File: src/rtl/jtframe_db15_joy.sv
// Serial reader for the SNAC DB15 joystick adapter. It pulses the parallel load,
// clocks 24 bits out of the adapter and presents two active-high 12-bit player words.
module jtframe_db15_joy #(
  parameter int unsigned CLKDIV = 48,
  parameter int unsigned GAP    = 1000
) (
  input  logic        clk,
  input  logic        rst,
  input  logic        enable,
  input  logic        joy_data,
  output logic        joy_clk,
  output logic        joy_load,
  output logic [11:0] joy1,
  output logic [11:0] joy2,
  output logic        frame_done
);

  localparam logic [15:0] DivLast = 16'(CLKDIV - 1);
  localparam logic [15:0] GapLast = 16'(GAP - 1);
  localparam logic [4:0]  LastBit = 5'd23;

  typedef enum logic [2:0] {StIdle, StLoad, StHigh, StLow, StDone, StGap} state_e;

  state_e      state_q, state_d;
  logic [15:0] div_q, div_d;
  logic [15:0] gap_q, gap_d;
  logic [4:0]  bit_q, bit_d;
  logic [23:0] sr_q, sr_d;
  logic [11:0] joy1_q, joy1_d;
  logic [11:0] joy2_q, joy2_d;
  logic        done_q, done_d;
  logic [1:0]  sync_q;
  logic        tick;

  // Two-flop synchroniser for the asynchronous adapter data line.
  always_ff @(posedge clk or posedge rst) begin
    if (rst) sync_q <= 2'b11;
    else     sync_q <= {sync_q[0], joy_data};
  end

  // Phase divider: held at zero while disabled so re-enabling starts a clean phase.
  assign tick = (div_q == DivLast);

  always_comb begin
    div_d = '0;
    if (enable && !tick) div_d = div_q + 16'd1;
  end

  // State register and datapath registers.
  always_ff @(posedge clk or posedge rst) begin
    if (rst) begin
      state_q <= StIdle;
      div_q   <= '0;
      gap_q   <= '0;
      bit_q   <= '0;
      sr_q    <= '0;
      joy1_q  <= '0;
      joy2_q  <= '0;
      done_q  <= 1'b0;
    end else begin
      state_q <= state_d;
      div_q   <= div_d;
      gap_q   <= gap_d;
      bit_q   <= bit_d;
      sr_q    <= sr_d;
      joy1_q  <= joy1_d;
      joy2_q  <= joy2_d;
      done_q  <= done_d;
    end
  end

  // Next-state logic; disable overrides everything and discards the partial frame.
  always_comb begin
    state_d = state_q;
    gap_d   = gap_q;
    bit_d   = bit_q;
    sr_d    = sr_q;
    joy1_d  = joy1_q;
    joy2_d  = joy2_q;
    done_d  = 1'b0;
    if (!enable) begin
      state_d = StIdle;
      gap_d   = '0;
      bit_d   = '0;
      sr_d    = '0;
      joy1_d  = '0;
      joy2_d  = '0;
    end else if (tick) begin
      unique case (state_q)
        StIdle: state_d = StLoad;
        StLoad: begin
          state_d = StHigh;
          bit_d   = '0;
        end
        StHigh: begin
          sr_d[bit_q] = sync_q[1];
          if (bit_q == LastBit) begin
            // Words are latched on the edge entering DONE so they and the pulse
            // become visible together in DONE's first cycle.
            state_d = StDone;
            joy1_d  = ~sr_d[11:0];
            joy2_d  = ~sr_d[23:12];
            done_d  = 1'b1;
          end else begin
            state_d = StLow;
          end
        end
        StLow: begin
          state_d = StHigh;
          bit_d   = bit_q + 5'd1;
        end
        StDone: begin
          state_d = StGap;
          gap_d   = '0;
        end
        StGap: begin
          if (gap_q == GapLast) state_d = StLoad;
          else                  gap_d   = gap_q + 16'd1;
        end
        default: state_d = StIdle;
      endcase
    end
  end

  // Line drivers decoded from state so an async reset idles them immediately.
  always_comb begin
    joy_clk  = 1'b1;
    joy_load = 1'b1;
    case (state_q)
      StLoad:  joy_load = 1'b0;
      StLow:   joy_clk  = 1'b0;
      default: ;
    endcase
  end

  assign joy1       = joy1_q;
  assign joy2       = joy2_q;
  assign frame_done = done_q;

endmodule
File: config.mk
export PLATFORM = sky130hd
export DESIGN_NAME = jtframe_db15_joy
export DESIGN_NICKNAME = d
export VERILOG_FILES = /design/src/rtl/jtframe_db15_joy.sv
export SDC_FILE = /design/constraint.sdc
export NUM_CORES = 1
export LEC_CHECK = 0
export BUFFER_PORTS_ARGS = -buffer_cell sky130_fd_sc_hd__buf_2
export CAP_MARGIN = 0
export CORE_MARGIN = 8
export CORE_UTILIZATION = 34
export CTS_CLUSTER_SIZE = 16
export DETAILED_ROUTE_END_ITERATION = 7
export PLACE_DENSITY = 0.56
export SLEW_MARGIN = 20
export SYNTH_ARGS = -nofsm -noshare
export SYNTH_HDL_FRONTEND = slang
export SYNTH_SLANG_ARGS = --single-unit
File: constraint.sdc
create_clock -name clk -period 4.75 [get_ports clk]
set_clock_uncertainty 0.2 [all_clocks]
set_input_delay 0.2375 -clock clk [delete_from_list [all_inputs] [get_ports clk]]
set_output_delay 0.2375 -clock clk [all_outputs]
set_load 0.1 [all_outputs]
Yosys cells after proc, flatten, opt, wreduce, memory -nomap -nowiden
Cells that the tools add are included.

storage, ports and cells
  flip-flop bits (word level) = 91
  output and inout bits = 27

operators by class
  $add $sub $neg = 3
  magnitude comparators = 2
  eq/ne operators = 15
  muxes and demuxes = 33
  bitwise operators = 2
  reduce and logical (&&, ||, !) cells = 10

operators with widths
  kind                     number
  $mux W12                 8
  $mux W24                 3
  $mux W16                 4
  $add A16 B1 Y16 const B  2
  $pmux W16 S2             1
  $bwmux W24               1
  $not A12 Y12             2
  $eq A16 B10 Y1 const B   1
  $eq A16 B6 Y1 const B    1
  $pmux W3 S5              1
  $mux W3                  4
  $mux W5                  2
  $pmux W5 S2              1
  $mux W1                  7
  $eq A3 B2 Y1 const B     2
  $eq A3 B3 Y1 const B     2
  $lt A5 B6 Y1 const B     1
  $ne A2 B1 Y1 const B     3
  $ne A3 B1 Y1 const B     2
  $ne A3 B3 Y1 const B     2
  $reduce_and A2 Y1        3
  $reduce_and A3 Y1        2
  $add A5 B1 Y5 const B    1
  $demux W1 S5             1
  7 further kinds          8

Logic depth before layout (Yosys ltp)
  word-level depth = 10
  mapped depth = 9
  gate-level depth less buffers = 6

Worst setup path after synthesis
OpenSTA, ideal clock, no wires.

  kind = reg2reg
  start point = reg gap_q[0]
  end point = reg gap_q[5]
  library setup time = 110 ps
  arrival = 2004 ps
  data required time = 4440 ps
  setup slack = 2435 ps
  stages on the path, launching flop included = 8
  buffers on the path = 1
  cell sequence = dfrtp_1 -> ha_1 -> or4b_1 -> or4_4 -> o211ai_2 -> buf_6 -> o211ai_1 -> o41ai_1

on the way
  cells in the longest elaborated chain, start to end = 5

ends and longest elaborated chain
  item                    line  RTL
  start, declared         26    logic [15:0] gap_q, gap_d;
  start signal, assigned  63    gap_q <= gap_d;
  $add A16 B1 Y16         118   else gap_d = gap_q + 16'd1;
  $mux W16                117   if (gap_q == GapLast) state_d = StLoad;
  $pmux W16 S2            89    unique case (state_q)
  $mux W16                88    end else if (tick) begin
  $mux W16                81    if (!enable) begin

Several ways; a longest one is shown, not always the timed one. The select of a mux whose other input is x is not followed.
A chain may end at the register's enable or synchronous reset.

Worst setup path in the final report
  start point = reg gap_q[0]
  end point = reg gap_q[13]

The elaborated chain is that of the path after synthesis.

==> impl_metrics.json <==
{
  "ant_nets": 0,
  "final-setup-viol-count": 0,
  "h-tree-depth": 3,
  "dpl.hpwl_um": 7380,
  "ir_drop_mv": 0.130,
  "portBuffers": 30,
  "multi_input_area_sq_um": 2230,
  "clk_pin_slew_ns": 0.07,
  "synth_area_per_cell_sq_um": 8.72,
  "arrival_ns": 2.84,
  "crit_fanout": 12,
  "routed_via_density": 5.34,
  "cp-end-kind": "register",
  "num_antenna_cells": 0,
  "initial_core_util_pct": 34.3,
  "synthesis.area_sq_um": 4680,
  "gp_congestion": 0.807,
  "clock_sinks": 90,
  "drive_above_1_share_pct": 10.6,
  "syn_inst": 537,
  "fp-row-count": 43,
  "drt_drc_violations_left": 0,
  "placed_area_sq_um": 4950,
  "syn-num-nets": 547,
  "rsz0062_at_grt": "false",
  "core_area_sq_um": 13700,
  "drt_wl_total_um": 11400,
  "fin_crit_sh_pct": 58.8,
  "timing.fmax_ghz": 0.358,
  "io_pins": 31,
  "p_comb_share_pct": 3.8,
  "cts_tree": "yes",
  "cts_buffers": 9,
  "filler_cell_count": 1430,
  "hold_viol": 0,
  "fp.dieH_um": 133,
  "grt_max_degree": 49,
  "wl_per_cell_um": 15.6,
  "cp.required_ns": 4.80,
  "pwr-share-seq_pct": 51.9,
  "min_path_cells": 0,
  "instances_no_fill": 734,
  "hold_class": "register to register",
  "via_count": 3918,
  "relSlewSlack_pct": 28.9,
  "syn_to_final_growth_pct": 11.9,
  "overflow": 0,
  "sw_frac_of_total_pct": 24.2,
  "seqCellArea_sq_um": 2250,
  "seq_area_frac_synth_pct": 48.1,
  "status": "finished clean",
  "yosysTopAreaCell": "dfrtp_1",
  "reg2reg_depth": 6,
  "p_int_w": 0.00114,
  "leakage_nw": 2.13,
  "synthFlopType": "dfrtp_1",
  "powerDensity_nw_per_um2": 286,
  "tns_ns": 0,
  "slew_viol_final": 0,
  "clkPwrFrac_pct": 44.3,
  "die_w_um": 133,
  "place_inst": 716,
  "power.switching_w": 0.000363,
  "ys_async_sr_fraction_pct": 100,
  "drt_first_iter_violations": 236,
  "cts_resized": 0,
  "ys_ff_latch": 90,
  "dieArea_sq_um": 17800,
  "synthTopCellsByArea": "dfrtp_1 47%, nand2_1 9.0%, nand3_1 6.7%, mux2i_1 4.9%, a21oi_1 3.0%",
  "post_cts_buffers": 0,
  "clk_path_buf_depth": 2,
  "dr.pass1.iters": 5,
  "drv_cap": 0,
  "antenna_found_initial": 0,
  "root_buffer": "clkbuf_16",
  "path_class": "register to register",
  "fin_crit_ns": 2.79,
  "startpoint_type": "register",
  "grt_pass1_wl_um": 19300,
  "fin_nets": 559,
  "yosysWarnings": 0,
  "worst_pin_slew_ns": 1.07,
  "track_usage_pct": 13.1,
  "synth-edff-count": 0,
  "yosysTopAreaCellShare_pct": 47.0,
  "grt_pass1_vias": 3796,
  "final_area_sq_um": 5240,
  "synth_cell_type_count": 48,
  "clk_latency_ns": 0.34,
  "whs_ns": 0.156
}
layout by cell type, fill, tap and decap left out, types with 9 or more instances in the layout:
cell,count
a21oi_1,28
buf_2,30
clkbuf_16,9
dfrtp_1,88
inv_1,11
mux2i_1,23
nand2_1,112
nand3_1,63
nand4_1,10
nor2_1,30
nor3_1,28
o21ai_0,12
o31ai_1,10
xor2_1,9
path summary, 6_finish.rpt:
path                                       from  slack (ns)               endpoint
min reg2reg                 sync_q[0]$_DFF_PP1_        0.16    sync_q[1]$_DFF_PP1_
min in group asynchronous                   rst        0.39    joy2[2]$_DFFE_PP0P_
max reg2reg                gap_q[0]$_DFFE_PP0P_        1.96  gap_q[13]$_DFFE_PP0P_
max                        gap_q[0]$_DFFE_PP0P_        1.96  gap_q[13]$_DFFE_PP0P_
max in group asynchronous                   rst        2.87  gap_q[13]$_DFFE_PP0P_
min                         sync_q[0]$_DFF_PP1_        0.16    sync_q[1]$_DFF_PP1_
flip-flops by register name, indices dropped and copies added (netlist names):
signal and flops:
bit_q 5, div_q 16, frame_done 1, gap_q 16, joy1 12, joy2 12, sr_q 23, state_q 3
sync_q 2
repair_timing:
item	4_1_cts	5_1_grt
hold buffers	2	0
setup endpoints to repair	0	0
hold endpoints to repair	46	0
layer usage:
layer	track usage [%]	wire length, um	share of wire [%]
met5	0	0	0
met2	21.0	5490	48
met4	3.93	127	1.1
met3	2.48	496	4.3
met1	17.5	5320	47
through the flow:
| stage | utilization [%] | total power, W | setup slack (ns) |
|---|---|---|---|
| 6_report | 38.3 | 0.00150 | 1.96 |
| 5_1_grt | 38.3 | 0.00156 | 1.72 |
| 4_1_cts | 38.3 | 0.00152 | 1.95 |
| 3_5_place_dp | 36.2 | 0.000850 | 1.97 |
| 3_3_place_gp | 36.2 | 0.000848 | 2.00 |
| 2_1_floorplan | - | 0.000832 | 1.98 |
final cells by class:
cell class | instances | area share, %
Sequential cell | 90 | 43.0
Multi-Input combinational cell | 399 | 42.6
Clock buffer | 10 | 4.37
Tap cell | 180 | 4.30
Timing Repair Buffer | 37 | 3.96
Inverter | 12 | 0.883
Clock inverter | 6 | 0.812
cell usage after synthesis, drive strengths merged (4+ instances only):
cell,count
o21ai,12
nand3,63
a21oi,28
o31ai,10
ha,6
nand2,112
nand4,10
inv,12
and3,5
o211ai,7
buf,8
a31oi,7
mux2i,23
clkbuf,28
or3,4
nor3,28
nor2,30
xnor2,6
xor2,9
dfrtp,88
worst max-delay path: stages, from the launching register on:
cell and delay, ns:
dfrtp_1 0.42, ha_1 0.33, or4b_1 0.47, or4_4 0.45, o211ai_2 0.49, a22oi_1 0.17, o21ai_0 0.18
logic make-up after synthesis:
| logic type | Yosys count | share of synthesized area (%) |
|---|---|---|
| flops | 90 | 48.1 |
| compound gates | 75 | 10.1 |
| fa+ha+maj | 6 | 1.60 |
| buf+inv | 48 | 4.14 |
| mux | 23 | 4.92 |
| xor+xnor | 15 | 2.81 |
| simple gates | 280 | 28.3 |
power by group through the flow:
stage | combinational, W | clock (W) | sequential [W]
5_1_grt | 0.0000638 | 0.000721 | 0.000779
4_1_cts | 0.0000587 | 0.000684 | 0.000778
2_1_floorplan | 0.0000437 | 0 | 0.000788
3_3_place_gp | 0.0000561 | 0 | 0.000792
6_report | 0.0000564 | 0.000665 | 0.000778
3_5_place_dp | 0.0000572 | 0 | 0.000793
No activity file was read; power rests on OpenSTA's default activity.
